--- src/rtl/ps2_move_decoder_if.sv ---
// PS/2 pin pair plus the decoded movement flags and byte-level status.
// The decoder owns the master side; the pins are inputs to it.
interface ps2_move_decoder_if;
    logic       ps2_clk;
    logic       ps2_data;
    logic       p1_up;
    logic       p1_down;
    logic       p1_right;
    logic       p1_left;
    logic       p2_up;
    logic       p2_down;
    logic       p2_right;
    logic       p2_left;
    logic       byte_valid;
    logic [7:0] byte_data;
    logic       frame_err;

    modport master (
        input  ps2_clk, ps2_data,
        output p1_up, p1_down, p1_right, p1_left,
        output p2_up, p2_down, p2_right, p2_left,
        output byte_valid, byte_data, frame_err
    );

    modport slave (
        output ps2_clk, ps2_data,
        input  p1_up, p1_down, p1_right, p1_left,
        input  p2_up, p2_down, p2_right, p2_left,
        input  byte_valid, byte_data, frame_err
    );
endinterface

--- src/rtl/ps2_move_decoder.sv ---
// PS/2 keyboard receiver plus make/break scan-code decoder that produces
// held movement flags for two players (WASD and extended arrow keys).
module ps2_move_decoder #(
    parameter int TIMEOUT_CYCLES = 65000
) (
    input  logic               clk,
    input  logic               rst,
    ps2_move_decoder_if.master bus
);
    localparam int TW = $clog2(TIMEOUT_CYCLES + 1);
    localparam logic [TW-1:0] TO_MAX = TW'(TIMEOUT_CYCLES);

    localparam int P1_UP    = 0;
    localparam int P1_DOWN  = 1;
    localparam int P1_RIGHT = 2;
    localparam int P1_LEFT  = 3;
    localparam int P2_UP    = 4;
    localparam int P2_DOWN  = 5;
    localparam int P2_RIGHT = 6;
    localparam int P2_LEFT  = 7;

    typedef enum logic [1:0] {IDLE, DATA, PARITY, STOP} state_t;

    state_t        state, state_n;
    logic [2:0]    clk_sync;
    logic [1:0]    dat_sync;
    logic          fall, din;
    logic [2:0]    bit_cnt, bit_cnt_n;
    logic [7:0]    shreg, shreg_n;
    logic          par, par_n;
    logic [TW-1:0] to_cnt;
    logic          timeout;
    logic          accept, err;
    logic          ext, brk;
    logic [7:0]    flags;

    // Sync flops reset high so an idle-high bus never looks like a falling edge.
    always_ff @(posedge clk) begin
        if (rst) begin
            clk_sync <= 3'b111;
            dat_sync <= 2'b11;
        end else begin
            clk_sync <= {clk_sync[1:0], bus.ps2_clk};
            dat_sync <= {dat_sync[0], bus.ps2_data};
        end
    end

    assign fall    = clk_sync[2] & ~clk_sync[1];
    assign din     = dat_sync[1];
    assign timeout = (state != IDLE) && !fall && (to_cnt == TO_MAX);

    always_ff @(posedge clk) begin
        if (rst || fall || state == IDLE)
            to_cnt <= '0;
        else if (!timeout)
            to_cnt <= to_cnt + TW'(1);
    end

    always_comb begin
        state_n   = state;
        bit_cnt_n = bit_cnt;
        shreg_n   = shreg;
        par_n     = par;
        accept    = 1'b0;
        err       = 1'b0;
        if (timeout) begin
            state_n = IDLE;
        end else if (fall) begin
            case (state)
                IDLE: begin
                    if (!din) begin
                        state_n   = DATA;
                        bit_cnt_n = 3'd0;
                    end
                end
                DATA: begin
                    shreg_n   = {din, shreg[7:1]};
                    bit_cnt_n = bit_cnt + 3'd1;
                    if (bit_cnt == 3'd7) state_n = PARITY;
                end
                PARITY: begin
                    par_n   = din;
                    state_n = STOP;
                end
                STOP: begin
                    state_n = IDLE;
                    if (din && (^{par, shreg})) accept = 1'b1;
                    else                        err    = 1'b1;
                end
                default: state_n = IDLE;
            endcase
        end
    end

    always_ff @(posedge clk) begin
        if (rst) begin
            state   <= IDLE;
            bit_cnt <= 3'd0;
            shreg   <= 8'h00;
            par     <= 1'b0;
        end else begin
            state   <= state_n;
            bit_cnt <= bit_cnt_n;
            shreg   <= shreg_n;
            par     <= par_n;
        end
    end

    always_ff @(posedge clk) begin
        if (rst) begin
            bus.byte_valid <= 1'b0;
            bus.byte_data  <= 8'h00;
            bus.frame_err  <= 1'b0;
        end else begin
            bus.byte_valid <= accept;
            bus.frame_err  <= err;
            if (accept) bus.byte_data <= shreg;
        end
    end

    // Decoding straight from the accepted byte lines flags up with byte_valid.
    always_ff @(posedge clk) begin
        if (rst) begin
            ext   <= 1'b0;
            brk   <= 1'b0;
            flags <= 8'h00;
        end else if (accept) begin
            case (shreg)
                8'hE0: ext <= 1'b1;
                8'hF0: brk <= 1'b1;
                default: begin
                    ext <= 1'b0;
                    brk <= 1'b0;
                    if (ext) begin
                        case (shreg)
                            8'h75: flags[P2_UP]    <= ~brk;
                            8'h72: flags[P2_DOWN]  <= ~brk;
                            8'h74: flags[P2_RIGHT] <= ~brk;
                            8'h6B: flags[P2_LEFT]  <= ~brk;
                            default: ;
                        endcase
                    end else begin
                        case (shreg)
                            8'h1D: flags[P1_UP]    <= ~brk;
                            8'h1B: flags[P1_DOWN]  <= ~brk;
                            8'h23: flags[P1_RIGHT] <= ~brk;
                            8'h1C: flags[P1_LEFT]  <= ~brk;
                            default: ;
                        endcase
                    end
                end
            endcase
        end
    end

    assign bus.p1_up    = flags[P1_UP];
    assign bus.p1_down  = flags[P1_DOWN];
    assign bus.p1_right = flags[P1_RIGHT];
    assign bus.p1_left  = flags[P1_LEFT];
    assign bus.p2_up    = flags[P2_UP];
    assign bus.p2_down  = flags[P2_DOWN];
    assign bus.p2_right = flags[P2_RIGHT];
    assign bus.p2_left  = flags[P2_LEFT];
endmodule
--- src/flat_wrapper.sv ---
// flat-port wrapper written by rule: the top's interface ports become plain ports
module ps2_move_decoder_flat 
#(
    parameter int TIMEOUT_CYCLES = 65000
)
  (clk, rst, bus_ps2_clk, bus_ps2_data, bus_p1_up, bus_p1_down, bus_p1_right, bus_p1_left, bus_p2_up, bus_p2_down, bus_p2_right, bus_p2_left, bus_byte_valid, bus_byte_data, bus_frame_err);
  ps2_move_decoder_if bus_i ();
  input  logic clk;
  input  logic rst;
  input wire logic [$bits(bus_i.ps2_clk)-1:0] bus_ps2_clk;
  input wire logic [$bits(bus_i.ps2_data)-1:0] bus_ps2_data;
  output wire logic [$bits(bus_i.p1_up)-1:0] bus_p1_up;
  output wire logic [$bits(bus_i.p1_down)-1:0] bus_p1_down;
  output wire logic [$bits(bus_i.p1_right)-1:0] bus_p1_right;
  output wire logic [$bits(bus_i.p1_left)-1:0] bus_p1_left;
  output wire logic [$bits(bus_i.p2_up)-1:0] bus_p2_up;
  output wire logic [$bits(bus_i.p2_down)-1:0] bus_p2_down;
  output wire logic [$bits(bus_i.p2_right)-1:0] bus_p2_right;
  output wire logic [$bits(bus_i.p2_left)-1:0] bus_p2_left;
  output wire logic [$bits(bus_i.byte_valid)-1:0] bus_byte_valid;
  output wire logic [$bits(bus_i.byte_data)-1:0] bus_byte_data;
  output wire logic [$bits(bus_i.frame_err)-1:0] bus_frame_err;
  assign bus_i.ps2_clk = bus_ps2_clk;
  assign bus_i.ps2_data = bus_ps2_data;
  assign bus_p1_up = bus_i.p1_up;
  assign bus_p1_down = bus_i.p1_down;
  assign bus_p1_right = bus_i.p1_right;
  assign bus_p1_left = bus_i.p1_left;
  assign bus_p2_up = bus_i.p2_up;
  assign bus_p2_down = bus_i.p2_down;
  assign bus_p2_right = bus_i.p2_right;
  assign bus_p2_left = bus_i.p2_left;
  assign bus_byte_valid = bus_i.byte_valid;
  assign bus_byte_data = bus_i.byte_data;
  assign bus_frame_err = bus_i.frame_err;
  ps2_move_decoder #(.TIMEOUT_CYCLES(TIMEOUT_CYCLES)) u_core (.clk(clk), .rst(rst), .bus(bus_i));
endmodule
--- config.mk ---
export PLATFORM = sky130hd
export DESIGN_NAME = ps2_move_decoder_flat
export DESIGN_NICKNAME = d
export VERILOG_FILES = /design/src/rtl/ps2_move_decoder_if.sv /design/src/rtl/ps2_move_decoder.sv /design/src/flat_wrapper.sv
export SDC_FILE = /design/constraint.sdc
export NUM_CORES = 1
export LEC_CHECK = 0
export ABC_CLOCK_PERIOD_IN_PS = 3150
export CAP_MARGIN = 20
export CORE_MARGIN = 5
export CORE_UTILIZATION = 50
export CTS_BUF_LIST = sky130_fd_sc_hd__clkbuf_4 sky130_fd_sc_hd__clkbuf_8 sky130_fd_sc_hd__clkbuf_16
export DETAILED_ROUTE_END_ITERATION = 8
export PLACE_DENSITY = 0.79
export SLEW_MARGIN = 25
export SYNTH_ARGS = -nofsm -noshare
export SYNTH_HDL_FRONTEND = slang
export SYNTH_SLANG_ARGS = --single-unit
--- constraint.sdc ---
create_clock -name clk -period 3.15 [get_ports clk]
set_input_delay 0.315 -clock clk [delete_from_list [all_inputs] [get_ports clk]]
set_output_delay 0.315 -clock clk [all_outputs]
set_load 0.02 [all_outputs]
== After elaboration in Yosys (flattened, before gate mapping) ==
Index checks and enable logic that the tools add are counted.

* Mux-type cells: 12
* Bitwise logic cells: 10
* Add/sub/neg operators: 2
* Reduce and logical (&&, ||, !) cells: 27
* Equal/unequal tests: 17

{| class="wikitable"
|+ Operators with widths
! kind !! number
|-
| AND reduction 4 bit || 9
|-
| equality test 8 x 7 -> 1 bit (second input constant) || 4
|-
| equality test 8 x 5 -> 1 bit (second input constant) || 3
|-
| adder 16 x 1 -> 16 bit (second input constant) || 1
|-
| equality test 16 bit (second input constant) || 1
|-
| equality test 8 bit (second input constant) || 2
|-
| inverter 1 bit || 9
|-
| AND reduction 3 bit || 3
|-
| parity 9 bit || 1
|-
| equality test 8 x 6 -> 1 bit (second input constant) || 1
|-
| case mux 2 bit (4 select lines) || 1
|-
| case mux 3 bit (2 select lines) || 1
|-
| 2-to-1 mux 1 bit || 5
|-
| equality test 2 bit (second input constant) || 2
|-
| 2-to-1 mux 2 bit || 2
|-
| case mux 1 bit (2 select lines) || 2
|-
| AND reduction 2 bit || 2
|-
| nonzero test 2 bit || 2
|-
| OR reduction 2 bit || 2
|-
| OR reduction 4 bit || 1
|-
| adder 3 x 1 -> 3 bit (second input constant) || 1
|-
| equality test 3 bit (second input constant) || 1
|-
| logical AND 1 bit || 3
|-
| 2-to-1 mux 3 bit || 1
|-
| other kinds (7) || 8
|}

* Word-level logic and storage cells: 88
* Flip-flop bits (word level): 55
* Input bits: 4

== Depth between registers and ports, before layout ==
Gate-level depths: netlist of run 1.

* Depth in word-level cells: 7
* Gate-level depth with buffers: 9

== Worst setup path after synthesis of run 1 ==
OpenSTA, ideal clock, no wires.

* Kind: register to register
* Start point: register u_core.shreg[0]
* End point: register u_core.flags[4]
* Path slack: 0.923 ns
* Arrival time: 2.095 ns
* Path buffers: 2
* Cell stages (with the launch flop): 10
* Setup time: 0.132 ns
* Cells stage by stage: dfxtp_1 > inv_1 > ha_1 > xnor3_1 > xnor2_1 > nand4_2 > buf_2 > buf_2 > o21ai_0 > a21oi_1

* Word-level cells in the longest chain between the ends: 7
* Elaborated cells on any way between the ends: 12
* Classes of those cells: eq/ne (3); mux (4); bitwise (1); reduce/logical (4)

{| class="wikitable"
|+ RTL lines
! element !! line !! RTL
|-
| start: declaration || ps2_move_decoder.sv:29 || <nowiki>logic [7:0] shreg, shreg_n;</nowiki>
|-
| start signal: assignment || ps2_move_decoder.sv:104 || <nowiki>shreg <= shreg_n;</nowiki>
|-
| parity 9 bit || ps2_move_decoder.sv:87 || <nowiki>if (din && (^{par, shreg})) accept = 1'b1;</nowiki>
|-
| logical AND 1 bit || ps2_move_decoder.sv:87 ||
|-
| 2-to-1 mux 1 bit || ps2_move_decoder.sv:87 ||
|-
| 2-to-1 mux 1 bit || ps2_move_decoder.sv:69 || <nowiki>case (state)</nowiki>
|-
| 2-to-1 mux 1 bit || ps2_move_decoder.sv:68 || <nowiki>end else if (fall) begin</nowiki>
|-
| 2-to-1 mux 1 bit || ps2_move_decoder.sv:66 || <nowiki>if (timeout) begin</nowiki>
|-
| AND reduction 4 bit (no line) * || n/a ||
|-
| end signal: indexed assignment || ps2_move_decoder.sv:136 || <nowiki>8'h75: flags[P2_UP] <= ~brk;</nowiki>
|-
| end signal: indexed assignment || ps2_move_decoder.sv:137 || <nowiki>8'h72: flags[P2_DOWN] <= ~brk;</nowiki>
|-
| end signal: indexed assignment || ps2_move_decoder.sv:138 || <nowiki>8'h74: flags[P2_RIGHT] <= ~brk;</nowiki>
|-
| end: declaration || ps2_move_decoder.sv:35 || <nowiki>logic [7:0] flags;</nowiki>
|}

Every way passes the cells marked *; elsewhere a longest branch is shown, timed or not.
A chain may end at the register's enable or synchronous reset.

== Final worst setup path of run 1 ==
Same ends and word-level chain as after synthesis.

==> impl_metrics.json, run 1 <==
{
  "cts_setup_buffers": 0,
  "antenna_found_initial": 0,
  "powerDensity_nw_per_um2": 380.7,
  "root_buffer": "clkbuf_8",
  "finalCritPeriodShare": 0.8333,
  "clock_skew_ps": 12.75,
  "ys_ff_latch": 55,
  "switching_power_mw": 0.2285,
  "rows": 26,
  "synth_enable_flop_cells": 0,
  "hold_path_class": "register to register",
  "grt_pass1_wl_um": 7893,
  "syn-cell-area_um2": 2554,
  "io_buffers": 21,
  "io_pins": 22,
  "drtPass1Iterations": 4,
  "dieArea_um2": 6637,
  "cts.path.max_buffers": 2,
  "setup_violations": 0,
  "cap_violations": 0,
  "cts_tree": "built",
  "maxSlewHeadroom": 0.6099,
  "leakage_nw": 1.075,
  "min-delay-start": "u_core.dat_sync[0]",
  "clk_pin_slew_ps": 100,
  "wl_per_cell_um": 11.86,
  "clock_sinks": 55,
  "vias": 1951,
  "r2r_start": "u_core.shreg[0]",
  "viasPerCell": 5.259,
  "tightest_slew_ps": 583.9,
  "drive_gt1_frac": 0.06645,
  "grt_pass1_vias": 1853,
  "reg2regPathDepth": 8,
  "cts_resized": 0,
  "ys.flop_type": "dfxtp_1",
  "syn2layout_area_growth_pct": 13.96,
  "p_int_mw": 0.8795,
  "place_hpwl_um": 3176,
  "swShare": 0.2063,
  "grt_max_degree": 41,
  "power_frac_comb": 0.018,
  "path_max_fanout": 15,
  "critPathLaunchType": "register",
  "required_ps": 3390,
  "maxClockFrequency_ghz": 0.3810,
  "ff_latch_area_um2": 1101,
  "antenna_cells": 0,
  "whs_endpoint": "u_core.dat_sync[1]",
  "wirelength_um": 4399,
  "end_kind": "register",
  "hold_violations": 0,
  "gr-total-overflow": 0,
  "critPathSlowestCell": "dfxtp_1",
  "ys_warn_count": 0,
  "core_um2": 5042,
  "timing.final.max_slew_violations": 0,
  "multiInputGateArea_um2": 1359,
  "cp_data_arrival_time_ps": 2860,
  "drc": 0,
  "ys_types": 35,
  "start_util": 0.5065,
  "drtAntennaViolNets": 0,
  "async_flop_share": 0,
  "avgSynthCellArea_um2": 9.088,
  "clockPowerShare": 0.351,
  "fin_nets": 327,
  "worst_slack_ps": 525.0,
  "crit_type": "register to register",
  "crit_chain": "inv_1, ha_1, xnor3_1, xnor2_1, nand4_2, buf_4, or3_1, a21oi_1",
  "dieHeight_um": 81.47,
  "synth_nets": 308,
  "layout_min_cycle_time_ps": 2625,
  "drt_iter0_markers": 73,
  "fillers": 458,
  "holdBufCountCts": 0,
  "grt.total_usage": 0.1480,
  "globalplace.congestion": 0.8352,
  "sequentialPowerShare": 0.631,
  "holdPathStages": 1,
  "timing.rr.end": "u_core.flags[4]",
  "worstSkewPairLatency_ps": 300,
  "synthCells": 281,
  "tns_ps": 0,
  "rsz0062_at_grt": "no",
  "yosysSeqAreaShare": 0.4312,
  "pre_cts_ws_ps": 572.2,
  "reg2reg_slack_ps": 520,
  "cts_buffers": 5,
  "slowest_delay_ps": 420,
  "ir_drop_mv": 0.2435,
  "dieWidth_um": 81.47,
  "status": "finished, final reports clean",
  "htreeDepth": 2,
  "total_power_mw": 1.108
}
-- metrics by stage --
| stage | util | hold slack, ps | instances | instance area [um^2] |
|---|---|---|---|---|
| final | 0.5772 | 412.6 | 371 | 2910 |
| after global routing | 0.5772 | 424.5 | 371 | 2910 |
| after CTS | 0.5772 | 414.3 | 371 | 2910 |
| after detailed placement | 0.5596 | 394.1 | 363 | 2821 |
| after global placement | 0.5596 | 391.3 | 363 | 2821 |
| after floorplan | - | 389.5 | 281 | 2554 |
-- power groups by stage --
stage,Combinational (mW),Sequential [mW],Clock (mW)
6_report,0.0197,0.699,0.389
4_1_cts,0.0200,0.699,0.401
5_1_grt,0.0220,0.700,0.424
2_1_floorplan,0.0131,0.715,0
3_3_place_gp,0.0196,0.715,0
3_5_place_dp,0.0200,0.716,0
-- critical path, delay by kind of cell, from the launching register on --
| family | cells | cell delay [ps] |
|---|---|---|
| adder cells (fa/ha/maj) | 1 | 320 |
| AO/OA/AOI/OAI | 1 | 140 |
| flip-flops | 1 | 420 |
| buffers and inverters | 2 | 420 |
| AND/OR/NAND/NOR | 2 | 670 |
| XOR/XNOR | 2 | 600 |
-- flip-flops by register name, indices dropped and copies added (netlist names) --
signal / cells
u_core.par: 1
u_core.dat_sync: 2
u_core.brk: 1
u_core.to_cnt: 16
u_core.ext: 1
u_core.flags: 8
u_core.clk_sync: 3
u_core.bus.byte_data: 8
u_core.bit_cnt: 3
u_core.shreg: 8
u_core.bus.frame_err: 1
u_core.state: 2
u_core.bus.byte_valid: 1
-- cell type report --
class,count,area share
clock buffers,7,0.02880
clock inverters,1,0.001720
inverters,13,0.01677
multi-input cells,202,0.4669
flip-flops and latches,55,0.3783
well taps,70,0.03009
repair buffers,23,0.07739
-- worst max-delay path by stage --
stage	start	end	slack [ps]	cells past startpoint
finish	u_core.shreg[0]	u_core.flags[4]	520	8
global route	u_core.shreg[0]	u_core.flags[6]	330	8
CTS	u_core.shreg[0]	u_core.flags[4]	540	8
detailed placement	u_core.shreg[0]	u_core.flags[4]	570	8
global placement	u_core.shreg[0]	u_core.flags[4]	680	8
floorplan	u_core.shreg[0]	u_core.flags[4]	920	9
-- metal layers --
layer	up-vias	routed length (um)	track usage
li1	1002	-	-
met4	0	87	0.05574
met1	904	2044	0.1806
met2	34	2105	0.2557
met3	11	161	0.03070
met5	-	0	0
-- placed cells by master (no fill, tap or decap), types with 3 or more instances in the layout --
| cell | instances |
|---|---|
| nor2_1 | 39 |
| inv_1 | 13 |
| nand4_1 | 7 |
| or3_1 | 8 |
| xnor2_1 | 5 |
| o31ai_1 | 3 |
| nand3b_1 | 3 |
| nand3_1 | 12 |
| xor2_1 | 9 |
| o21ai_0 | 12 |
| mux2i_1 | 11 |
| or4_1 | 4 |
| a21oi_1 | 22 |
| dfxtp_1 | 55 |
| clkdlybuf4s50_1 | 21 |
| and2_1 | 6 |
| nor3_1 | 3 |
| nand2_1 | 12 |
| clkbuf_8 | 5 |
| or2_2 | 6 |
| ha_1 | 23 |
-- synth_stat cells (2+ instances only) --
library cell  number  share of area
dfxtp_1           55           0.43
nor2_1            39          0.057
ha_1              23           0.11
a21oi_1           22          0.043
inv_1             13          0.019
nand2_1           12          0.018
nand3_1           12          0.024
o21ai_0           12          0.024
mux2i_1           11          0.043
xor2_1             9          0.031
clkbuf_1           8          0.012
or3_1              8          0.020
nand4_1            7          0.017
and2_1             6          0.015
or2_2              6          0.015
xnor2_1            5          0.017
or4_1              4          0.012
buf_2              3         0.0059
nand3b_1           3         0.0088
nor3_1             3         0.0059
o31ai_1            3         0.0088
a32oi_1            2         0.0069
and3_1             2         0.0049
or3b_2             2         0.0069
-- cell families (layout without fill, tap and decap cells) --
family / count (synthesis) / count (layout) / share of synthesized area
buffers and inverters: 24 / 44 / 0.03675
and+or+nand+nor: 110 / 110 / 0.2244
adders and majority gates: 23 / 23 / 0.1127
muxes: 11 / 11 / 0.04312
xor gates and xnor gates: 15 / 15 / 0.05684
AOI/OAI and AO/OA: 43 / 43 / 0.09506
DFF: 55 / 55 / 0.4312
(Power assumes the default switching activity.)
==> inputs of run 2 (changes only) <==
--- a/config.mk
+++ b/config.mk
@@ -5,7 +5,7 @@
 export SDC_FILE = /design/constraint.sdc
 export NUM_CORES = 1
 export LEC_CHECK = 0
-export ABC_CLOCK_PERIOD_IN_PS = 3150
+export ABC_CLOCK_PERIOD_IN_PS = 2700
 export CAP_MARGIN = 20
 export CORE_MARGIN = 5
 export CORE_UTILIZATION = 50
==> constraint.sdc (replaced) <==
create_clock -name clk -period 2.7 [get_ports clk]
set_input_delay 0.27 -clock clk [delete_from_list [all_inputs] [get_ports clk]]
set_output_delay 0.27 -clock clk [all_outputs]
set_load 0.02 [all_outputs]
==> run 2 against run 1 <==
Worst hold slack gained 2.3 ps. Sequential share of layout area shrank 0.43 points. Utilization grew 0.67 points. Sequential cell count is the same. Highest routed layer unchanged.
==> impl_metrics.json, run 2 (synthesis gave the netlist of run 1 again) <==
{
  "status": "finished, final reports clean",
  "tns_ps": 0,
  "root_buffer": "clkbuf_8",
  "viasPerCell": 5.175,
  "dieWidth_um": 81.47,
  "grt.total_usage": 0.1509,
  "required_ps": 2930,
  "ir_drop_mv": 0.2326,
  "final_common_cell": "dfxtp_1",
  "gr-total-overflow": 0,
  "vias": 1920,
  "drtPass1Iterations": 4,
  "maxClockFrequency_ghz": 0.3958,
  "tightest_slew_ps": 702.6,
  "dieArea_um2": 6637,
  "htreeDepth": 2,
  "crit_type": "register to register",
  "worstSkewPairLatency_ps": 300,
  "setup_violations": 0,
  "powerDensity_nw_per_um2": 464.3,
  "core_um2": 5042,
  "hold_violations": 0,
  "path_max_fanout": 14,
  "largest_register": "u_core.to_cnt",
  "rsz0062_at_grt": "no",
  "place_hpwl_um": 3218,
  "clock_skew_ps": 6.926,
  "io_buffers": 21,
  "drc": 0,
  "cp_data_arrival_time_ps": 2760,
  "critPathLaunchType": "register",
  "end_kind": "register",
  "crit_chain": "inv_1, ha_1, xnor3_1, xnor2_1, nand4_4, buf_4, or3_1, a21oi_1",
  "rows": 26,
  "globalplace.congestion": 0.8612,
  "wl_per_cell_um": 12.18,
  "drive_gt1_frac": 0.06645,
  "final_core_util": 0.5839,
  "cts.path.max_buffers": 2,
  "cts_buffers": 5,
  "finalCritPeriodShare": 0.9356,
  "dieHeight_um": 81.47,
  "power_frac_comb": 0.017,
  "grt_max_degree": 41,
  "drtAntennaViolNets": 0,
  "grt_pass1_vias": 1870,
  "swShare": 0.1915,
  "antenna_found_initial": 0,
  "clk_pin_slew_ps": 90,
  "io_pins": 22,
  "largest_reg_flops": 16,
  "critPathSlowestCell": "dfxtp_1",
  "switching_power_mw": 0.2617,
  "wirelength_um": 4519,
  "layout_min_cycle_time_ps": 2526,
  "cts_setup_buffers": 0,
  "cp.buffers_inverters": 2,
  "clockPowerShare": 0.386,
  "drt_iter0_markers": 82,
  "p_int_mw": 1.105,
  "cap_violations": 0,
  "final_cell_mix": "dfxtp_1, nor2_1, ha_1",
  "timing.final.max_slew_violations": 0,
  "slowest_delay_ps": 420,
  "cts_tree": "built",
  "start_util": 0.5065,
  "maxSlewHeadroom": 0.5306,
  "leakage_nw": 1.070,
  "total_power_mw": 1.367,
  "fin_nets": 328,
  "sequentialPowerShare": 0.597,
  "grt_pass1_wl_um": 7859,
  "syn2layout_area_growth_pct": 15.29,
  "clock_sinks": 55,
  "hold_path_class": "register to register",
  "critPathTopFamily": "XOR/XNOR gates",
  "fillers": 462,
  "antenna_cells": 0
}
[run 2: changes by cell type in the layout (fill, tap and decap cells not counted), sizes merged]
cell,before,now
clkinv,1,0
buf,2,3
bufinv,0,1
clkbuf,7,6
[run 2: final timing paths]
check | slack [ps] | startpoint | cells after the start | end
worst max-delay path | 170 | u_core.shreg[1] | 8 | u_core.flags[6]
worst min-delay path | 410 | u_core.clk_sync[0] | 1 | u_core.clk_sync[1]
worst max register to register | 170 | u_core.shreg[1] | 8 | u_core.flags[6]
worst min register to register | 410 | u_core.clk_sync[0] | 1 | u_core.clk_sync[1]
[run 2: routing by layer]
layer	routed length, um	global-route usage
met3	176	0.03509
met1	2006	0.1725
met5	0	0
met4	61	0.07264
met2	2274	0.2638
[run 2: metrics by stage]
step           cell area [um^2]  instances  worst slack (ps)  hold slack (ps)
2_1_floorplan              2554        281             473.2            359.7
3_3_place_gp               2829        364             278.3            391.5
3_5_place_dp               2829        364             210.4            396.3
4_1_cts                    2935        371             128.6            418.2
5_1_grt                    2944        371             25.35            429.7
6_report                   2944        371             173.8            414.9
[run 2: timing repair]
action / 4_1_cts / 5_1_grt
endpoints found under the setup margin: 0 / 4
resized for setup: 0 / 1
hold buffers: 0 / 0
[run 2: final cells by class]
type / instances / area (um^2) / area share
flip-flops and latches: 55 / 1101 / 0.3740
clock inverters: 1 / 30.03 / 0.01020
inverters: 13 / 48.80 / 0.01657
clock buffers: 6 / 76.32 / 0.02592
repair buffers: 24 / 232.7 / 0.07905
well taps: 70 / 87.58 / 0.02975
multi-input cells: 202 / 1368 / 0.4645
[run 2: power by group through the flow]
stage               Sequential [mW]  Clock, mW  Combinational [mW]
floorplan                     0.834          0              0.0152
global placement              0.835          0              0.0228
detailed placement            0.835          0              0.0233
CTS                           0.816      0.551              0.0233
global route                  0.817      0.572              0.0258
finish                        0.816      0.528              0.0233
[run 2: worst register-to-register path, cell delays in order (launching register included)]
cell and delay (ps):
dfxtp_1 420, inv_1 100, ha_1 300, xnor3_1 360
xnor2_1 310, nand4_4 230, buf_4 250, or3_1 340
a21oi_1 140
